`src/rtl/regfile_wb_arbiter.sv`:
```
// Write-back arbiter for three result sources feeding one register-file write port.
// It also keeps a busy scoreboard that stalls issue on outstanding long-latency destinations.
module regfile_wb_arbiter #(
  parameter int unsigned XLEN    = 32,
  parameter bit          LONG_RR = 1'b1
) (
  input  logic            clk,
  input  logic            rst_n,

  input  logic            req0_valid,
  input  logic [4:0]      req0_rd,
  input  logic [XLEN-1:0] req0_data,
  output logic            req0_ready,

  input  logic            req1_valid,
  input  logic [4:0]      req1_rd,
  input  logic [XLEN-1:0] req1_data,
  output logic            req1_ready,

  input  logic            req2_valid,
  input  logic [4:0]      req2_rd,
  input  logic [XLEN-1:0] req2_data,
  output logic            req2_ready,

  input  logic            issue_valid,
  input  logic            issue_long,
  input  logic [4:0]      issue_rd,
  input  logic [4:0]      issue_rs1,
  input  logic [4:0]      issue_rs2,
  output logic            stall,

  output logic [31:0]     busy,
  output logic            wr_ena,
  output logic [4:0]      wr_reg,
  output logic [XLEN-1:0] wr_data,
  output logic            idle
);

  logic [31:0]     busy_q, busy_d;
  logic            last2_q;  // 1: req2 was the most recent long-path grant
  logic            hs0, hs1, hs2, hs_any;
  logic            pick1;
  logic [4:0]      sel_rd;
  logic [XLEN-1:0] sel_data;
  logic            issue_accept;

  // req0 always wins; a req1/req2 tie goes round-robin or to req1.
  always_comb begin
    req0_ready = rst_n;
    req1_ready = 1'b0;
    req2_ready = 1'b0;
    pick1      = !LONG_RR || last2_q;
    if (rst_n && !req0_valid) begin
      if (req1_valid && req2_valid) begin
        req1_ready = pick1;
        req2_ready = !pick1;
      end else begin
        req1_ready = req1_valid;
        req2_ready = req2_valid;
      end
    end
  end

  assign hs0    = req0_valid & req0_ready;
  assign hs1    = req1_valid & req1_ready;
  assign hs2    = req2_valid & req2_ready;
  assign hs_any = hs0 | hs1 | hs2;

  always_comb begin
    sel_rd   = '0;
    sel_data = '0;
    if (hs0) begin
      sel_rd   = req0_rd;
      sel_data = req0_data;
    end else if (hs1) begin
      sel_rd   = req1_rd;
      sel_data = req1_data;
    end else if (hs2) begin
      sel_rd   = req2_rd;
      sel_data = req2_data;
    end
  end

  assign stall = rst_n & issue_valid &
                 (busy_q[issue_rs1] | busy_q[issue_rs2] | busy_q[issue_rd]);
  assign issue_accept = issue_valid & ~stall;

  // Clear before set so a same-cycle set on the same index wins.
  always_comb begin
    busy_d = busy_q;
    if (hs1) busy_d[req1_rd] = 1'b0;
    if (hs2) busy_d[req2_rd] = 1'b0;
    if (issue_accept && issue_long && (issue_rd != 5'd0)) busy_d[issue_rd] = 1'b1;
    busy_d[0] = 1'b0;
  end

  always_ff @(posedge clk) begin
    if (!rst_n) begin
      busy_q  <= '0;
      last2_q <= 1'b1;
      wr_ena  <= 1'b0;
      wr_reg  <= '0;
      wr_data <= '0;
    end else begin
      busy_q <= busy_d;
      wr_ena <= hs_any && (sel_rd != 5'd0);
      if (hs_any) begin
        wr_reg  <= sel_rd;
        wr_data <= sel_data;
      end
      if (hs1 || hs2) last2_q <= hs2;
    end
  end

  assign busy = busy_q;
  assign idle = (busy_q == 32'd0) && !wr_ena;

endmodule

```
`config.mk`:
```
export PLATFORM = sky130hd
export DESIGN_NAME = regfile_wb_arbiter
export DESIGN_NICKNAME = d
export VERILOG_FILES = /design/src/rtl/regfile_wb_arbiter.sv
export SDC_FILE = /design/constraint.sdc
export NUM_CORES = 1
export LEC_CHECK = 0
export ABC_AREA = 1
export CAP_MARGIN = 25
export CORE_MARGIN = 1
export CORE_UTILIZATION = 43
export CTS_CLUSTER_SIZE = 30
export DETAILED_ROUTE_END_ITERATION = 10
export PLACE_DENSITY = 0.81
export SYNTH_ARGS = -nofsm -noshare
export SYNTH_HDL_FRONTEND = slang
export SYNTH_SLANG_ARGS = --single-unit
```
`constraint.sdc`:
```
create_clock -name clk -period 2.4 [get_ports clk]
set_clock_uncertainty 0.2 [all_clocks]
set_input_delay 0.36 -clock clk [delete_from_list [all_inputs] [get_ports clk]]
set_output_delay 0.36 -clock clk [all_outputs]
set_load 0.01 [all_outputs]
```
### After elaboration in Yosys (flattened, before gate mapping)

Cells that the tools add are included.

* flip-flop bits (word level): 71
* bits of input ports: 133
* output and inout port bits: 75
* word-level logic and storage cells: 71

* $lt $le $gt $ge: 8
* multiplexer cells: 25
* bitwise gates (word level): 16
* reduce and logical (&&, ||, !) cells: 16

Operators with widths (count)
* $mux 32: 6
* $and 32x32->32: 2
* $not 32->32: 2
* $logic_not 32->1: 1
* $or 32x32->32: 1
* $lt 5x6->1 const B: 5
* $bmux 1 s5: 3
* $demux 1 s5: 3
* $ge 5x1->1 const B: 3
* $mux 5: 3
* $mux 1: 10
* $reduce_bool 5->1: 2
* $logic_and 1x1->1: 9
* $and 1x1->1: 6
* $or 1x1->1: 4
* $logic_not 1->1: 3
* $logic_or 1x1->1: 1
* $not 1->1: 1

### Logic depth before layout (Yosys ltp)

* depth in word-level cells: 11
* depth in mapped cells: 16
* depth with buffers taken out: 14

### Worst setup path after synthesis

Ideal clock, no wire load.

* kind: in2out
* start: in issue_rd[0]
* end: out stall
* arrival: 1537 ps
* data required time: 1840 ps
* path slack: 303 ps
* cell stages on the path: 15
* path buffers: 2
* path through: buf_6 > nor2_1 > inv_2 > nor2_1 > nor2_1 > nand2_1 > nand2_1 > nand2_1 > inv_1 > nand2_1 > nor2_2 > nand3_2 > nand2_4 > buf_12 > inv_1

* longest elaborated chain between the ends: 4

RTL lines
* from (decl): RTL line 27 `input logic [4:0] issue_rd,`
* $bmux 1 s5: RTL line 85 `(busy_q[issue_rs1] | busy_q[issue_rs2] | busy_q[issue_rd]);`
* $mux 1 (implied by the code): RTL line 85
* $or 1x1->1: RTL line 85
* $and 1x1->1: RTL line 84 `assign stall = rst_n & issue_valid &`
* to (decl): RTL line 30 `output logic stall,`

Every way passes these cells. The select of a mux whose other input is x is not followed.

### Worst setup path in the final report

* start: reg busy_q[2] (netlist: busy[2])
* end: out idle

* longest elaborated chain between the ends: 2

RTL lines
* from (decl): RTL line 39 `logic [31:0] busy_q, busy_d;`
* from (signal assigned): RTL line 105 `busy_q <= busy_d;`
* $logic_not 32->1: RTL line 116 `assign idle = (busy_q == 32'd0) && !wr_ena;`
* $logic_and 1x1->1: RTL line 116
* to (decl): RTL line 36 `output logic idle`

Every way passes these cells.

==> impl_summary.txt <==
----------------------------------------------------
[Layout]
  Area growth from synthesis to layout ... 65.2%
  Post-layout utilization of the core ... between 70% and 80%
  Net count reported at finish ... 1183
  Fillers ... between 900 and 1000
  Proportion of layout cells with a drive suffix above 1 ... 19.7%
  Post-layout instance area ... between 0.007 and 0.008 mm²
  Number of antenna cells inserted ... 0
  Most frequent cells in the layout ... 214 x sky130_fd_sc_hd__nand2_1, 192 x sky130_fd_sc_hd__clkdlybuf4s50_1, 94 x sky130_fd_sc_hd__nand3_1
  Number of flip-flops in the largest register ... 32
  Most common cell after layout, fill and taps aside ... sky130_fd_sc_hd__nand2_1

[Synthesis]
  Most common flop cell mapped by yosys ... sky130_fd_sc_hd__dfxtp_1
  Main combinational cell family by area after synthesis ... simple AND/OR/NAND/NOR gates
  Number of synthesized flops with an enable pin ... 0
  Post-synthesis xor/xnor area fraction ... 0%
  Number of synthesized register bits ... 70
  Compound-gate portion of the synthesized area ... 16.0%
  Number of distinct library cells after synthesis ... 34
  Simple-gate portion of the synthesized area ... 42.3%
  Part of the Yosys area used for sequential elements ... 29.1%
  Mux cell area share after synthesis ... 0%
  Fraction of the mapped netlist area in adder cells ... 0%
  Combined area of all synthesized cells ... ~0.0048 mm²
  Total nets after synthesis ... 903
  Mean instance size in the synthesized netlist ... 6.26 µm²
  Number of instances in the synthesized netlist ... 770
  Syn. warnings ... 0
  Async SR Flop Fraction ... 0%

[Clock network]
  Max H-tree Level ... 3
  Number of sinks handled by clock tree synthesis ... 70
  TritonCTS clock tree ... yes
  Clock-pin slew of the registers on the worst-case setup and hold paths ... roughly 0.080 ns
  Number of buffers added to fix hold violations after cts ... 0
  Clock buffers created by TritonCTS ... 9
  Insertion delay of the later-clocked pin in the worst-skew pair ... 0.37 ns
  Buffer depth of the longest clock path ... 2
  Clock root buffer ... sky130_fd_sc_hd__clkbuf_8

[Pwr]
  Leakage power ... 3.27 nW
  Largest voltage drop on the vdd net ... roughly 290 µV
  Power per standard cell area ... ~400 mW/mm²

[Timing]
  Maximum clock frequency ... 0.425 GHz
  Actual transition at the worst max-transition pin ... 0.555 ns
  Setup TNS ... 0 ns
  Final count of hold timing violations ... 0
  Final count of negative-setup-slack endpoints ... 0
  Final Slew Violations ... 0
  Minimum clock period ... 2.35 ns
  Relative max-transition margin ... 63.0%
  Unrepaired setup endpoints after global routing ... true
  Period utilisation layout ... between 90% and 100%

[Worst hold path]
  Endpoint with the worst hold slack ... wr_reg[3]
  Path class of the lowest-slack min-delay path ... register to register
  Hold Crit Depth ... 2
  Worst Min Path Start ... wr_reg[3]

[Routing]
  Detailed-route DRC error count ... 0
  Detailed Route Iter0 Violations ... 712
  Vias per std cell ... 5.56
  Total detailed-routing wirelength ... around 21000 µm
  Number of routed nets with antenna violations ... 0
  Routed length per placed instance ... roughly 18 µm
  Number of search-and-repair iterations in the first detailed-routing pass ... 6
  Via count of the routed design ... between 6000 and 7000

[Run]
  Maximum Capacitance Violations ... 0

[Setup path]
  Category of the most critical setup path ... register to output port
  Reg-to-reg endpoint ... busy[20]
  Depth of the worst register-to-register path ... 15
  Launching element type of the critical path ... register
  CP required ... 1.84 ns
  Worst endpoint data arrival time ... roughly 1.8 ns
  Worst setup EP type ... output port
  Startpoint of the worst-slack reg-to-reg timing path ... busy[17]
  Register-to-register path setup slack ... about 0.17 ns
  Maximum fanout count along the critical path ... 3

[Global route]
  Vias in the first global route ... 6357
  Number of antenna violations at the first check in global routing ... 0
  Remaining global-route overflow ... 0
  Global-route wire length before repair ... 33300 µm
  Pin count of the biggest net entering global routing ... 48
  Global-route usage over all layers ... 37.6%

[Die]
  Core Rows ... 38
  CORE AREA ... 0.0109 mm²
  Die Y-Extent ... 108 µm
  Top-Level Pins ... 208
  Die area ... 0.0116 mm²
  Die width ... 108 µm
  Initial standard-cell utilization of the core ... 44.3%

[Placed design]
  IO Port Bufs ... a little over 200
  Placed Instance Area ... 0.00751 mm²
  Detailed placer's ending HPWL ... between 15000 and 20000 µm
  GP Congestion ... between 1 and 1.5

[Run status]
  Outcome ... finished, final reports clean

----------------------------------------------------
report_power, final:
group | leakage, nW | switching, mW | internal [mW] | total, mW
registers | 0.579 | 0.0373 | 1.23 | 1.26
logic | 2.59 | 0.436 | 0.470 | 0.906
clock network | 0.106 | 0.482 | 0.537 | 1.02
cells in the mapped netlist (2+ instances only):
| library cell | instances | area [µm²] |
|---|---|---|
| sky130_fd_sc_hd__nand2_1 | 215 | 807 |
| sky130_fd_sc_hd__nand3_1 | 95 | 475 |
| sky130_fd_sc_hd__inv_1 | 86 | 323 |
| sky130_fd_sc_hd__dfxtp_1 | 70 | 1400 |
| sky130_fd_sc_hd__nor2_1 | 56 | 210 |
| sky130_fd_sc_hd__a21oi_1 | 48 | 240 |
| sky130_fd_sc_hd__nand4_1 | 24 | 150 |
| sky130_fd_sc_hd__nor3_1 | 23 | 115 |
| sky130_fd_sc_hd__nand3_2 | 18 | 180 |
| sky130_fd_sc_hd__o21ai_0 | 16 | 80.1 |
| sky130_fd_sc_hd__o221ai_1 | 15 | 131 |
| sky130_fd_sc_hd__clkbuf_1 | 14 | 52.6 |
| sky130_fd_sc_hd__a41oi_1 | 12 | 105 |
| sky130_fd_sc_hd__o211ai_1 | 12 | 90.1 |
| sky130_fd_sc_hd__buf_2 | 11 | 55.1 |
| sky130_fd_sc_hd__a21oi_2 | 8 | 70.1 |
| sky130_fd_sc_hd__inv_2 | 7 | 26.3 |
| sky130_fd_sc_hd__nor4_1 | 7 | 43.8 |
| sky130_fd_sc_hd__buf_1 | 4 | 15.0 |
| sky130_fd_sc_hd__buf_4 | 4 | 30.0 |
| sky130_fd_sc_hd__buf_6 | 4 | 45.0 |
| sky130_fd_sc_hd__nand2_4 | 3 | 33.8 |
| sky130_fd_sc_hd__nor2_2 | 3 | 18.8 |
| sky130_fd_sc_hd__o31ai_1 | 3 | 22.5 |
| sky130_fd_sc_hd__buf_8 | 2 | 30.0 |
| sky130_fd_sc_hd__clkinv_1 | 2 | 7.51 |
kinds of logic (layout without fill, tap and decap cells):
kind of cell	Yosys count	after routing
other	1	1
DFF	70	70
and+or+nand+nor	445	445
AOI/OAI and AO/OA	119	119
buffers and inverters	135	420
worst max path at each step:
stage,slack [ns],start,end
after global routing,-0.03,busy[8],stall
after CTS,0.02,busy[8],stall
final,0.05,busy[2],idle
after floorplan,0.30,issue_rd[0],stall
after detailed placement,-0.59,issue_rs1[0],stall
after global placement,-0.60,issue_rd[4],stall
per-stage QoR:
stage	total power, mW	hold slack, ns	worst slack (ns)	cells
after CTS	3.17	0.277	0.0183	1189
after global routing	3.31	0.303	-0.0259	1195
after detailed placement	2.16	0.265	-0.590	1166
after floorplan	1.65	0.257	0.303	770
after global placement	2.15	0.255	-0.599	1166
final	3.19	0.282	0.0486	1195
critical path, stage by stage, from the launching register on:
cell and delay, ns:
sky130_fd_sc_hd__dfxtp_1 0.32, sky130_fd_sc_hd__buf_4 0.15, sky130_fd_sc_hd__nor4_2 0.27, sky130_fd_sc_hd__nand4_1 0.24, sky130_fd_sc_hd__nor3_2 0.27, sky130_fd_sc_hd__buf_2 0.17
layout make-up:
class                   instances  area, µm²  area share (%)
flip-flops and latches         70       1420            17.8
multi-input cells             565       2920            36.7
well taps                     140        175            2.20
repair buffers                309       2880            36.2
clock buffers                  11        151            1.90
clock inverters                 5       56.3           0.707
inverters                      95        362            4.54
routing by layer:
| metal | track usage [%] | vias up | part of all wire, % |
|---|---|---|---|
| met5 | 0 | - | 0 |
| met4 | 15.0 | 0 | 3.8 |
| met3 | 9.38 | 73 | 10 |
| met2 | 62.0 | 422 | 47 |
| met1 | 46.8 | 3002 | 39 |
| li1 | - | 3143 | - |
timing repair:
item,4_1_cts,5_1_grt
buffers inserted,5,7
endpoints found under the setup margin,34,33
gates cloned,2,0
gates resized for setup,67,22
pin swaps,6,8
endpoints found under the hold margin,0,0
Power figures use the tool's default switching activity.
